[src/rtl/seq_frame_tx.sv]
// Serial frame transmitter: a fixed preamble followed by a latched payload, MSB first,
// one bit per clock. All outputs decode from registered state only.
module seq_frame_tx #(
    parameter int unsigned        PAT_LEN = 4,
    parameter logic [PAT_LEN-1:0] PATTERN = 4'b1011,
    parameter int unsigned        DATA_W  = 8
) (
    input  logic              clk,
    input  logic              reset,
    input  logic              start,
    input  logic [DATA_W-1:0] data_in,
    output logic              ready,
    output logic              busy,
    output logic              x_out,
    output logic              valid_out,
    output logic              done
);

    localparam int unsigned MaxLen = (PAT_LEN > DATA_W) ? PAT_LEN : DATA_W;
    localparam int unsigned CntW   = (MaxLen > 1) ? $clog2(MaxLen) : 1;
    localparam int unsigned PatW   = 1 << CntW;

    // Pattern padded to a power of two so the counter can index it directly.
    localparam logic [PatW-1:0] PatExt   = PatW'(PATTERN);
    localparam logic [CntW-1:0] PreLoad  = CntW'(PAT_LEN - 1);
    localparam logic [CntW-1:0] DataLoad = CntW'(DATA_W - 1);

    typedef enum logic [1:0] {
        StIdle = 2'b00,
        StPre  = 2'b01,
        StData = 2'b10,
        StDone = 2'b11
    } state_e;

    state_e            state_q, state_d;
    logic [CntW-1:0]   cnt_q, cnt_d;
    logic [DATA_W-1:0] shreg_q, shreg_d;

    always_ff @(posedge clk or posedge reset) begin
        if (reset) begin
            state_q <= StIdle;
            cnt_q   <= '0;
            shreg_q <= '0;
        end else begin
            state_q <= state_d;
            cnt_q   <= cnt_d;
            shreg_q <= shreg_d;
        end
    end

    always_comb begin
        state_d = state_q;
        cnt_d   = cnt_q;
        shreg_d = shreg_q;
        case (state_q)
            StIdle: begin
                if (start) begin
                    shreg_d = data_in;
                    cnt_d   = PreLoad;
                    state_d = StPre;
                end
            end
            StPre: begin
                if (cnt_q != '0) begin
                    cnt_d = cnt_q - CntW'(1);
                end else begin
                    cnt_d   = DataLoad;
                    state_d = StData;
                end
            end
            StData: begin
                shreg_d = shreg_q << 1;
                if (cnt_q != '0) begin
                    cnt_d = cnt_q - CntW'(1);
                end else begin
                    state_d = StDone;
                end
            end
            StDone:  state_d = StIdle;
            default: state_d = StIdle;
        endcase
    end

    always_comb begin
        ready     = 1'b0;
        busy      = 1'b0;
        x_out     = 1'b0;
        valid_out = 1'b0;
        done      = 1'b0;
        case (state_q)
            StIdle: ready = 1'b1;
            StPre: begin
                busy      = 1'b1;
                valid_out = 1'b1;
                x_out     = PatExt[cnt_q];
            end
            StData: begin
                busy      = 1'b1;
                valid_out = 1'b1;
                x_out     = shreg_q[DATA_W-1];
            end
            StDone: begin
                busy = 1'b1;
                done = 1'b1;
            end
            default: ready = 1'b0;
        endcase
    end

endmodule

[config.mk]
export PLATFORM = sky130hd
export DESIGN_NAME = seq_frame_tx
export DESIGN_NICKNAME = d
export VERILOG_FILES = /design/src/rtl/seq_frame_tx.sv
export SDC_FILE = /design/constraint.sdc
export NUM_CORES = 1
export LEC_CHECK = 0
export CAP_MARGIN = 20
export CORE_MARGIN = 8
export CORE_UTILIZATION = 45
export CTS_BUF_LIST = sky130_fd_sc_hd__clkbuf_8
export DETAILED_ROUTE_END_ITERATION = 10
export GPL_TIMING_DRIVEN = 0
export PLACE_DENSITY = 0.71
export REMOVE_ABC_BUFFERS = 1
export SLEW_MARGIN = 20
export SYNTH_ARGS = -nofsm -noshare
export SYNTH_HDL_FRONTEND = slang
export SYNTH_SLANG_ARGS = --single-unit
[constraint.sdc]
create_clock -name clk -period 4.75 [get_ports clk]
set_input_delay 1.1875 -clock clk [delete_from_list [all_inputs] [get_ports clk]]
set_output_delay 1.1875 -clock clk [all_outputs]
set_load 0.005 [all_outputs]
; ---- Word level (Yosys, flattened, before mapping)
; Memories as Yosys holds them, arrays and structs flattened.
; Cells that the tools add are included.
[op_classes]
add_sub_neg = 1
magnitude_cmp = 1
n_eq_ne = 7
muxes = 16
reduce_logical = 9
[ops]
columns = cell, count
row1 = 8-bit case mux with 2 select lines, 1
row2 = 3-bit two-way mux, 3
row3 = 3-bit case mux with 3 select lines, 1
row4 = 8-bit two-way mux, 1
row5 = 2-bit != test (second input constant), 4
row6 = 2-bit case mux with 4 select lines, 1
row7 = 2-bit two-way mux, 3
row8 = 3-bit AND reduction, 2
row9 = 3-bit nonzero test, 2
row10 = 1-bit two-way mux, 5
row11 = 2-bit equality test (second input constant), 2
row12 = 3-bit by 4-bit less-than comparator with 1-bit output (second input constant), 1
row13 = 3-bit OR reduction, 1
row14 = 3-bit by 1-bit subtractor with 3-bit output (second input constant), 1
row15 = 2-bit by 1-bit equality test with 1-bit output (second input constant), 1
row16 = 2-bit zero test, 1
row17 = 1-bit case mux with 2 select lines, 1
row18 = 2-bit AND reduction, 1
row19 = 2-bit nonzero test, 1
row20 = 2-bit OR reduction, 1
[totals]
register_bits = 13
mem_bits_ro = 8
inputBits = 11
out_inout_bits = 5
wordCells = 38
mem_count = 1
[mem_list]
columns = name, words, width, rd, rd_clocked_by_memory_dff, write_ports, line
row1 = (no name shown), 8, 1, 1, 0, 0, 95  ; x_out = PatExt[cnt_q];

; ---- Longest topological paths before layout
; Gate-level depths: netlist of run 1.
[logic_depth]
ltp_word = 3
ltp_mapped = 6
mapped_depth_nobuf = 5

; ---- Least setup slack after synthesis of run 1
; OpenSTA, ideal clock, no wires.
[synth_path]
kind = register -> output
start = register state_q[0]
end = output x_out
arrival_time_ns = 1.062
t_required_ns = 3.563
slack_ns = 2.500
path_stages_with_launch = 6
n_path_buf = 1
cell_sequence = dfrtp_1 > inv_1 > ha_1 > clkbuf_8 > a21oi_1 > nor2_1
[synth_via]
elab_chain_len = 2
elab_cells_between_ends = 3
classes_between = 2 x eq/ne / 1 x mux
[synth_rtl]
columns = item, line
row1 = from (decl), 35  ; state_e state_q, state_d;
row2 = from (signal assigned), 41  ; state_q <= StIdle;
row3 = from (signal assigned), 45  ; state_q <= state_d;
row4 = 2-bit equality test or 2-bit by 1-bit equality test with 1-bit output (tied branches), 90  ; case (state_q)
row5 = 1-bit case mux with 2 select lines *, 90
row6 = to (decl), 14  ; output logic x_out,
; Mark *: on every way between the ends. The rest lies on a longest branch, timed or not.

; ---- Final worst setup path of run 1
; Same ends and word-level chain as after synthesis.

==> metrics.md, run 1 <==
| Metric | Value |
|---|---|
| Flop-to-flop setup slack | 2.86 ns |
| Worst Skew | approximately 0.0044 ns |
| Boundary Pins | 16 |
| Clock-pin slew on the worst setup and hold paths | approximately 0.050 ns |
| Pwr Density | between 600 and 700 mW/mm2 |
| Fin cells | between 100 and 150 |
| Max Slew Vio Count | 0 |
| Via count | 649 |
| Worst vdd ir | approximately 430 uV |
| CTS sink count | 13 |
| Die width | around 59 um |
| Worst-margin pin slew | ~0.54 ns |
| Synth unique cells | 28 |
| Synth Warn # | 0 |
| Ant diodes | 0 |
| Wire per inst | 15.0 um |
| GPL Wtd Cong | between 0.8 and 0.9 |
| Post-synthesis sequential area ratio | 39.0% |
| Synth area leaders | dfrtp_1 (39%), ha_1 (10%), inv_1 (4.9%) |
| Hold Buf Count CTS | 0 |
| Startpoint Class | flop |
| H-tree depth | 1 |
| Avg Synthesized Cell Area | about 10 um2 |
| Grt ovf | 0 |
| Largest net degree at the start of global routing | 16 |
| Bufs on Longest Clock Path | 2 |
| Yosys top cell area share | between 30% and 40% |
| CP Max Fanout | 15 |
| Initial drt markers | 15 |
| First-pass GRT wire length | around 3000 um |
| Max_cap viols | 0 |
| Leakage | around 0.46 nW |
| NumNets Final | ~120 |
| Critical Path AT | around 2 ns |
| Die Ht | between 50 and 60 um |
| Total Routing Usage GR | 11.3% |
| Final hold vios | 0 |
| Initial antenna violation count | 0 |
| Dpl cells | 120 |
| Tmin final | 3.19 ns |
| Setup TNS | 0 ns |
| Setup CP Type | reg -> out |
| Antenna Nets Post-Route | 0 |
| Most used DFF post-synth | dfrtp_1 |
| CTS tree | yes |
| Dpl hpwl | 1330 um |
| Cells after Synth | 83 |
| Starting Density | 47.8% |
| Largest stage delay on the critical path | around 0.51 ns |
| Post-synth EDFFs | 0 |
| Post-Syn Area | around 830 um2 |
| Worst Hold Class | reg -> reg |
| # Post-CTS Setup Buffers | 0 |
| Critical path endpoint category | primary output |
| Layout cells sized above 1 | approximately 11% |
| Number of buffers added on ports | 15 |
| Status | finished clean |
| Total CTS buffers | 3 |
| Final wirelength | about 1900 um |
| Finish-stage setup viols | 0 |
| Critical path required time | roughly 3.6 ns |
| Slew HR | 63.8% |
| Crit path cell chain | inv_1 > ha_1 > a21oi_1 > nor2_1 > clkdlybuf4s50_1 |
| Die area | 0.00349 mm2 |
| DR pass1 iterations | 3 |
| Yosys top cell by area | dfrtp_1 |
| Post-cts resize count | 0 |
| Worst skew pair latency | roughly 0.25 ns |
| Highest clock rate | roughly 310 MHz |
| RSZ-0062 raised after global routing | no |
| Crit-path slowest cell | ha_1 |
| Clk root buf | clkbuf_8 |
| Synth-to-layout area growth | 22.8% |
| Vias in the first global route | about 660 |
| # rows | 15 |
| Via-per-instance ratio | ~5.2 |
| Period utilization | about two thirds |
| Post-route DRC | 0 |
| Asr flop ratio synth | 100% |
| Core Footprint | around 0.0017 mm2 |
| #FFs+latches synth | 13 |
## stage by stage
step	cell area, um2	worst slack (ns)	power, mW	hold slack (ns)	utilization, %
4_1_cts	1020	1.55	0.718	0.528	58.7
3_5_place_dp	980	1.83	0.614	0.501	56.1
2_1_floorplan	798	2.49	0.478	0.472	-
6_report	1020	1.56	0.711	0.522	58.7
3_3_place_gp	980	1.85	0.601	0.499	56.1
5_1_grt	1020	1.44	0.772	0.542	58.7
## cell type report
class                   instances  area, um2
well taps                      25       31.3
multi-input cells              56        432
clock buffers                   3       41.3
clock inverters                 1       3.75
inverters                      11       41.3
repair buffers                 15        150
fillers                       165        721
flip-flops and latches         13        325
## Yosys cell counts (2+ instances only)
cell,number
nand2b_1,4
nand3_1,4
inv_1,11
a221o_1,2
ha_1,7
nor2_1,3
dfrtp_1,13
nor3_1,2
a221oi_1,2
o22a_1,2
o21ai_0,3
nor3b_1,3
buf_6,2
a21oi_1,8
a221o_2,3
nand2_1,2
## registers in the layout, indices dropped and copies added, names as in the netlist
signal,count
state_q,2
cnt_q,3
shreg_q,8
## layout by cell type, fill, tap and decap left out, types with 2 or more instances in the layout
cell / instances
a221o_2: 3
a21oi_1: 8
o22a_1: 2
nand3_1: 4
clkbuf_8: 3
clkdlybuf4s50_1: 15
a221o_1: 2
nor3_1: 2
nor3b_1: 3
o21ai_0: 3
nand2b_1: 4
inv_1: 12
dfrtp_1: 13
nor2_1: 3
ha_1: 7
a221oi_1: 2
nand2_1: 2
## cells by family after synthesis
family / count (synthesis) / synth area share (%)
muxes: 1 / 1.20
adders and majority gates: 7 / 10.5
AOI/OAI and AO/OA: 25 / 23.1
DFF: 13 / 39.0
and+or+nand+nor: 23 / 16.9
buffers and inverters: 14 / 9.29
## layer usage
metal	GRT usage, %	share of wire [%]	wire length, um	vias up
met4	4.10	0.92	17	0
met1	14.6	48	895	303
met5	0	0	0	-
li1	-	-	-	331
met3	4.99	6.1	114	4
met2	16.0	45	827	11
## critical path, delay by kind of cell, from the launching register on
family | cells | cell delay, ns
and+or+nand+nor | 1 | 0.10
DFF | 1 | 0.40
buffers and inverters | 2 | 0.61
adders and majority gates | 1 | 0.51
AOI/OAI and AO/OA | 1 | 0.14
## power breakdown
part	switching [mW]	total [mW]	internal, mW
Sequential	0.0362	0.200	0.164
Combinational	0.212	0.411	0.200
Clock	0.0422	0.0994	0.0572
## path summary, 6_finish.rpt
| kind | from | end | depth (start not counted) |
|---|---|---|---|
| max | state_q[0]$_DFFE_PP0P_ | x_out | 5 |
| min | shreg_q[0]$_DFFE_PP0P_ | shreg_q[0]$_DFFE_PP0P_ | 2 |
| max reg2reg | state_q[0]$_DFFE_PP0P_ | state_q[1]$_DFFE_PP0P_ | 5 |
| min reg2reg | shreg_q[0]$_DFFE_PP0P_ | shreg_q[0]$_DFFE_PP0P_ | 2 |
| max in group asynchronous | reset | shreg_q[0]$_DFFE_PP0P_ | 2 |
| min in group asynchronous | reset | shreg_q[3]$_DFFE_PP0P_ | 2 |
Power figures use the tool's default switching activity.
==> run 2, diff against run 1 <==
Clock period 4.75 ns to 3.2 ns, I/O delays scaled along.
==> results of run 2 <==
The final DEF is identical to that of run 1. Status: finished clean.
Among the figures that moved: setup slack after placement 1.83 ns -> 0.668 ns; setup slack after layout 1.56 ns -> 0.399 ns; register-to-register setup slack 2.86 ns -> 1.31 ns; total power 0.711 mW -> 1.06 mW; worst IR drop on VDD 428 uV -> 635 uV
